### src/rtl/instr_fetch_unit.sv
// ---------------------------------------------------------------------------
// instr_fetch_unit
//   Sequential instruction fetcher. It issues word-aligned reads to an
//   in-order instruction memory and places the returned words in a 2-entry
//   {pc, instr} buffer. It presents the head of that buffer to the core.
//   A redirect flushes the buffer. It also discards every response that was
//   still in flight when the redirect arrived.
//
// Ports
//   clk, rst              clock, asynchronous active-high reset
//   enable                allows new memory requests
//   redirect, redirect_pc one-cycle retarget pulse and its (re-aligned) target
//   mem_req, mem_addr     request to instruction memory
//   mem_gnt               memory accepts request (mem_req && mem_gnt)
//   mem_rvalid, mem_rdata in-order read response, latency >= 1
//   instr_valid           head entry available
//   instruction, instr_pc head entry word / address (NOP + last pc if empty)
//   instr_ready           core pops head (instr_valid && instr_ready)
// ---------------------------------------------------------------------------
module instr_fetch_unit #(
  parameter logic [31:0] RESET_PC  = 32'h0000_0000,
  parameter logic [31:0] NOP_INSTR = 32'h0000_0013
) (
  input  logic        clk,
  input  logic        rst,
  input  logic        enable,
  input  logic        redirect,
  input  logic [31:0] redirect_pc,
  output logic        mem_req,
  output logic [31:0] mem_addr,
  input  logic        mem_gnt,
  input  logic        mem_rvalid,
  input  logic [31:0] mem_rdata,
  output logic        instr_valid,
  output logic [31:0] instruction,
  output logic [31:0] instr_pc,
  input  logic        instr_ready
);

  typedef enum logic [1:0] {IDLE = 2'd0, FETCH = 2'd1, DRAIN = 2'd2} state_t;

  state_t      state_reg, state_next;
  logic [31:0] fetch_pc_reg, fetch_pc_next;
  // Address of the next response that will be kept. Every kept response
  // follows the previous one by 4 bytes. A redirect restarts this address
  // at the redirect target, so one register is enough to track it.
  logic [31:0] resp_pc_reg, resp_pc_next;
  logic [31:0] held_pc_reg;
  logic [1:0]  outstanding_reg, outstanding_next;
  logic [1:0]  discard_reg, discard_next;
  logic [1:0]  count_reg, count_next;
  logic        head_reg, tail_reg;

  logic        credit_ok, accept, rsp, push, pop;
  logic [31:0] redirect_target, head_pc, head_instr;

  assign redirect_target = redirect_pc & 32'hFFFF_FFFC;

  // A request is allowed only if the buffer has room for every response it
  // could produce. The count includes responses already in flight.
  assign credit_ok = (3'(outstanding_reg) + 3'(count_reg)) < 3'd2;

  // ---------------- FSM: state register ----------------
  always_ff @(posedge clk or posedge rst) begin
    if (rst) state_reg <= IDLE;
    else     state_reg <= state_next;
  end

  // ---------------- FSM: next state ----------------
  always_comb begin
    state_next = state_reg;
    if (redirect) begin
      if (outstanding_next != 2'd0) state_next = DRAIN;
      else                          state_next = enable ? FETCH : IDLE;
    end else begin
      case (state_reg)
        IDLE:    if (enable)  state_next = FETCH;
        FETCH:   if (!enable) state_next = IDLE;
        DRAIN:   if (discard_next == 2'd0) state_next = enable ? FETCH : IDLE;
        default: state_next = IDLE;
      endcase
    end
  end

  // ---------------- FSM: outputs ----------------
  always_comb begin
    mem_req  = (state_reg == FETCH) && !redirect && credit_ok;
    mem_addr = fetch_pc_reg;
  end

  assign accept = mem_req && mem_gnt;
  // A response that arrives with nothing in flight is spurious and is ignored.
  assign rsp    = mem_rvalid && (outstanding_reg != 2'd0);
  assign push   = rsp && !redirect && (discard_reg == 2'd0);
  assign pop    = instr_valid && instr_ready && !redirect;

  assign outstanding_next = outstanding_reg + {1'b0, accept} - {1'b0, rsp};

  always_comb begin
    discard_next = discard_reg;
    if (redirect)                          discard_next = outstanding_next;
    else if (rsp && discard_reg != 2'd0)   discard_next = discard_reg - 2'd1;
  end

  always_comb begin
    fetch_pc_next = fetch_pc_reg;
    resp_pc_next  = resp_pc_reg;
    if (redirect) begin
      fetch_pc_next = redirect_target;
      resp_pc_next  = redirect_target;
    end else begin
      if (accept) fetch_pc_next = fetch_pc_reg + 32'd4;
      if (push)   resp_pc_next  = resp_pc_reg + 32'd4;
    end
  end

  assign count_next = redirect ? 2'd0 : (count_reg + {1'b0, push} - {1'b0, pop});

  always_ff @(posedge clk or posedge rst) begin
    if (rst) begin
      fetch_pc_reg    <= RESET_PC;
      resp_pc_reg     <= RESET_PC;
      held_pc_reg     <= RESET_PC;
      outstanding_reg <= 2'd0;
      discard_reg     <= 2'd0;
      count_reg       <= 2'd0;
      head_reg        <= 1'b0;
      tail_reg        <= 1'b0;
    end else begin
      fetch_pc_reg    <= fetch_pc_next;
      resp_pc_reg     <= resp_pc_next;
      held_pc_reg     <= instr_pc;
      outstanding_reg <= outstanding_next;
      discard_reg     <= discard_next;
      count_reg       <= count_next;
      if (redirect) begin
        head_reg <= 1'b0;
        tail_reg <= 1'b0;
      end else begin
        if (push) tail_reg <= ~tail_reg;
        if (pop)  head_reg <= ~head_reg;
      end
    end
  end

  // Buffer storage: one register pair per slot.
  genvar gi;
  generate
    for (gi = 0; gi < 2; gi++) begin : g_entry
      localparam logic SLOT = 1'(gi);
      logic [31:0] pc_reg;
      logic [31:0] instr_reg;
      always_ff @(posedge clk or posedge rst) begin
        if (rst) begin
          pc_reg    <= RESET_PC;
          instr_reg <= NOP_INSTR;
        end else if (push && (tail_reg == SLOT)) begin
          pc_reg    <= resp_pc_reg;
          instr_reg <= mem_rdata;
        end
      end
    end
  endgenerate

  assign head_pc    = head_reg ? g_entry[1].pc_reg    : g_entry[0].pc_reg;
  assign head_instr = head_reg ? g_entry[1].instr_reg : g_entry[0].instr_reg;

  // The outputs depend only on registers. mem_rdata first has to pass
  // through a buffer slot before it can reach them.
  assign instr_valid = (count_reg != 2'd0);
  assign instruction = instr_valid ? head_instr : NOP_INSTR;
  assign instr_pc    = instr_valid ? head_pc    : held_pc_reg;

endmodule
### config.mk
export PLATFORM = sky130hd
export DESIGN_NAME = instr_fetch_unit
export DESIGN_NICKNAME = d
export VERILOG_FILES = /design/src/rtl/instr_fetch_unit.sv
export SDC_FILE = /design/constraint.sdc
export NUM_CORES = 1
export LEC_CHECK = 0
export ABC_CLOCK_PERIOD_IN_PS = 10300
export CORE_MARGIN = 1.5
export CORE_UTILIZATION = 39
export CTS_CLUSTER_SIZE = 16
export DETAILED_ROUTE_END_ITERATION = 10
export SLEW_MARGIN = 0
export SYNTH_ARGS = -nofsm -noshare
export SYNTH_HDL_FRONTEND = slang
export SYNTH_SLANG_ARGS = --single-unit
### constraint.sdc
create_clock -name clk -period 10.3 [get_ports clk]
set_input_delay 2.06 -clock clk [delete_from_list [all_inputs] [get_ports clk]]
set_output_delay 2.06 -clock clk [all_outputs]
set_load 0.02 [all_outputs]
Word level (Yosys, flattened, before mapping):

Index checks and enable logic that the tools add are counted.

* register bits: 234
* input bits: 71
* output and inout bits: 98
* logic and storage cells: 74

* $add $sub $neg: 8
* order comparisons: 1
* eq/ne operators: 5
* muxes and demuxes: 22
* bitwise operators: 2
* reduce and logical (&&, ||, !) cells: 23

Operator list (number)
* 32-bit two-way mux: 8
* 32-bit by 3-bit adder with 32-bit output (second input constant): 2
* 2-bit two-way mux: 8
* 2-bit nonzero test: 7
* 1-bit logical AND: 11
* 3-bit != test (second input constant): 3
* 2-bit logical NOT: 3
* 2-bit one-hot mux with 3 select lines: 1
* 1-bit two-way mux: 5
* 2-bit by 1-bit adder with 2-bit output: 2
* 2-bit by 1-bit subtractor with 2-bit output: 2
* 2-bit by 2-bit adder with 3-bit output: 1
* 3-bit by 2-bit < comparator with 1-bit output (second input constant): 1
* 3-bit AND reduction: 1
* 2-bit by 1-bit == test with 1-bit output (second input constant): 1
* 2-bit == test (second input constant): 1
* 1-bit NOT: 2
* 2-bit by 1-bit subtractor with 2-bit output (second input constant): 1
* 1-bit logical NOT: 1

Logic depth before layout (Yosys ltp):

* depth after elaboration: 11
* mapped depth: 14
* depth with buffers taken out: 12

Worst setup path before layout:

OpenSTA, ideal clock, no wires.

* path type: in2out
* from: input redirect
* to: output mem_req
* arrival: 2.594 ns
* slack: 5.646 ns
* cell stages on the path: 2
* cell sequence: nor4_1 -> and2_1

* cells in the longest elaborated chain, start to end: 3

RTL lines
* start: declaration: RTL line 27 `input logic redirect,`
* 1-bit logical NOT: RTL line 87 `mem_req = (state_reg == FETCH) && !redirect && credit_ok;`
* 1-bit logical AND (2 in series): RTL line 87
* end: declaration: RTL line 29 `output logic mem_req,`

No other way between the ends.

Worst setup path in the final report:

Same ends and word-level chain as after synthesis.

==> impl_metrics.json <==
{
  "synthMuxAreaShare_pct": 20.05,
  "hold_depth": 1,
  "tightest_slew_ns": 1.146,
  "num_antenna_cells": 0,
  "cp_slowest_cell": "clkdlybuf4s50_1",
  "drc": 13,
  "antenna_found_initial": 0,
  "violations": "DRC",
  "synth_top_family_by_area": "multiplexers",
  "core_um2": 26210,
  "crit_path_cell_trace": "buf_2, buf_4, nor4_1, and2_1, clkdlybuf4s50_1",
  "grt_pass1_vias": 7569,
  "ys.flop_type": "dfrtp_1",
  "drtIter0Drc": 443,
  "synth_compound_gate_area_share_pct": 7.512,
  "slew_headroom_pct": 23.29,
  "path_class": "input port to output pin",
  "clock.fmax_mhz": 172.4,
  "ys_types": 51,
  "synthToLayoutAreaGrowth_pct": 26.40,
  "die_w_um": 166.8,
  "cp-start-kind": "input port",
  "io_buffers": 164,
  "largest_reg_flops": 64,
  "ant_nets": 0,
  "synthAdderAreaFrac_pct": 1.029,
  "hp-start": "held_pc_reg[0]",
  "ctsHoldBuffers": 0,
  "synth_top_area_share_pct": 52.63,
  "async_flop_share_pct": 100.0,
  "ys_ff_latch": 226,
  "numCtsBuffers": 26,
  "setup_tns_ns": 0,
  "grt_max_degree": 93,
  "worst-path-max-fanout": 66,
  "crit_arrival_ns": 3.74,
  "p_leak_uw": 0.005474,
  "holdPathEnd": "held_pc_reg[0]",
  "slew_viol_final": 0,
  "reg2reg_setup_slack_ns": 5.84,
  "hold_violations": 0,
  "syn-cell-area_um2": 10460,
  "place.gp.congestion": 0.8286,
  "synthXorXnorAreaFrac_pct": 3.182,
  "ys_top_cells_by_area": "dfrtp_1 (53%), mux2_2 (14%), mux2i_1 (6.1%)",
  "die_area_um2": 27810,
  "clk_pin_slew_ns": 0.05,
  "reg2reg_depth": 12,
  "setup_violations": 0,
  "crit_path_max_incr_delay_ns": 0.61,
  "status": "complete, but fails checks",
  "worst_setup_path_end_kind": "output pin",
  "cts_resized": 0,
  "yosys.area_share.simple_pct": 11.11,
  "maxCapViolCount": 0,
  "grt_overflow_total": 0,
  "cts_max_level": 1,
  "ir_worst_vdd_v": 0.0001001,
  "cts_tree": "done",
  "min_period_ns": 5.802,
  "avgSynthCellArea_um2": 11.46,
  "clockBufferDepth": 3,
  "hold_class": "flop to flop",
  "synth-edff-count": 0,
  "start_util_pct": 39.91,
  "powerDensity_nw_per_um2": 251.8,
  "cts_setup_buffers": 0,
  "synthCells": 913,
  "period_share_pct": 56.33,
  "dr_total_vias": 7419,
  "ys_top_cells_by_count": "dfrtp_1 (220), mux2_2 (128), nand2_1 (90)",
  "crit_required_ns": 8.24,
  "yosysTopAreaCell": "dfrtp_1",
  "r2r-start": "outstanding_reg[0]",
  "root_buffer": "clkbuf_16",
  "ys_warn_count": 0,
  "pin_count": 169,
  "drive_gt1_share_pct": 18.18,
  "drtPass1Iterations": 8,
  "clock_latency_ns": 0.52,
  "row_count": 59,
  "viasPerCell": 5.251,
  "power_uw": 3329,
  "r2r-end": "state_reg[0]",
  "num-nets-final": 1143,
  "routedWlPerCell_um": 17.55,
  "dp_hpwl_um": 16340,
  "clock_sinks": 226,
  "yosysSeqAreaShare_pct": 54.14,
  "grt_use_total_pct": 18.29,
  "grt_pass1_wl_um": 41100,
  "yosysMostFrequentCell": "dfrtp_1",
  "fin_worst_skew_ns": 0.007487,
  "routed_wl_um": 24800,
  "die_h_um": 166.8,
  "rsz0062_at_grt": "no"
}
per-layer routing:
metal  GRT usage [%]  part of all wire [%]  wire length, um
met3           2.852                   5.6             1382
met5               0                     0                0
met4           4.585                   1.5              374
met1           27.79                    50            12350
met2           27.16                    43            10690
kinds of logic (layout without fill, tap and decap cells):
family          after synthesis  after routing
compound gates              129            129
buf+inv                      73            237
other cells                   1              2
fa+ha+maj                     8              8
mux                         193            193
simple gates                245            245
xor+xnor                     38             38
flops                       226            226
worst max-delay path: cells and delay by family:
family / cells / cell delay [ns]
and+or+nand+nor: 2 / 0.65
buffers and inverters: 3 / 1.01
cell usage in the layout, fill, tap and decap left out, types with 8 or more instances in the layout:
master             n
mux2i_1           64
nand2_1           90
inv_1             22
o21ai_0           71
a31oi_1            8
clkbuf_16         27
o211ai_1          15
buf_4              8
nor3_1             9
xnor2_1           24
nor2_1            62
o311ai_0           9
nand4_1           13
clkdlybuf4s50_1  163
dfrtp_1          219
xor2_1            14
nand3_1           31
mux2_2           128
how the worst max path moves through the flow:
stage | startpoint | end
after floorplan | rst | count_reg[0]
after detailed placement | redirect | state_reg[0]
after global routing | redirect | mem_req
after global placement | redirect | state_reg[0]
final | redirect | mem_req
after CTS | redirect | mem_req
metrics by stage:
step                cells  hold WS, ns  util, %  setup WS (ns)  instance area [um^2]
finish               1413       0.4871    50.45          4.498                 13220
global route         1413       0.5125    50.45          4.426                 13220
CTS                  1413       0.4891    50.45          4.503                 13220
detailed placement   1371       0.4719    47.29          4.353                 12390
global placement     1371       0.4655    47.29          4.374                 12390
floorplan             914       0.4800        -          2.059                 10460
area by class of cell:
type / count / area [um^2]
repair buffers: 172 / 1697
fillers: 2365 / 12990
clock inverters: 2 / 35.03
clock buffers: 40 / 794.5
inverters: 23 / 93.84
multi-input cells: 615 / 4516
well taps: 335 / 419.2
flip-flops and latches: 226 / 5667
where the power goes:
group / internal (uW) / switching [uW] / leakage [uW]
logic: 530 / 506 / 0.00221
clock network: 548 / 341 / 0.000408
registers: 1220 / 185 / 0.00286
Power figures use the tool's default switching activity.
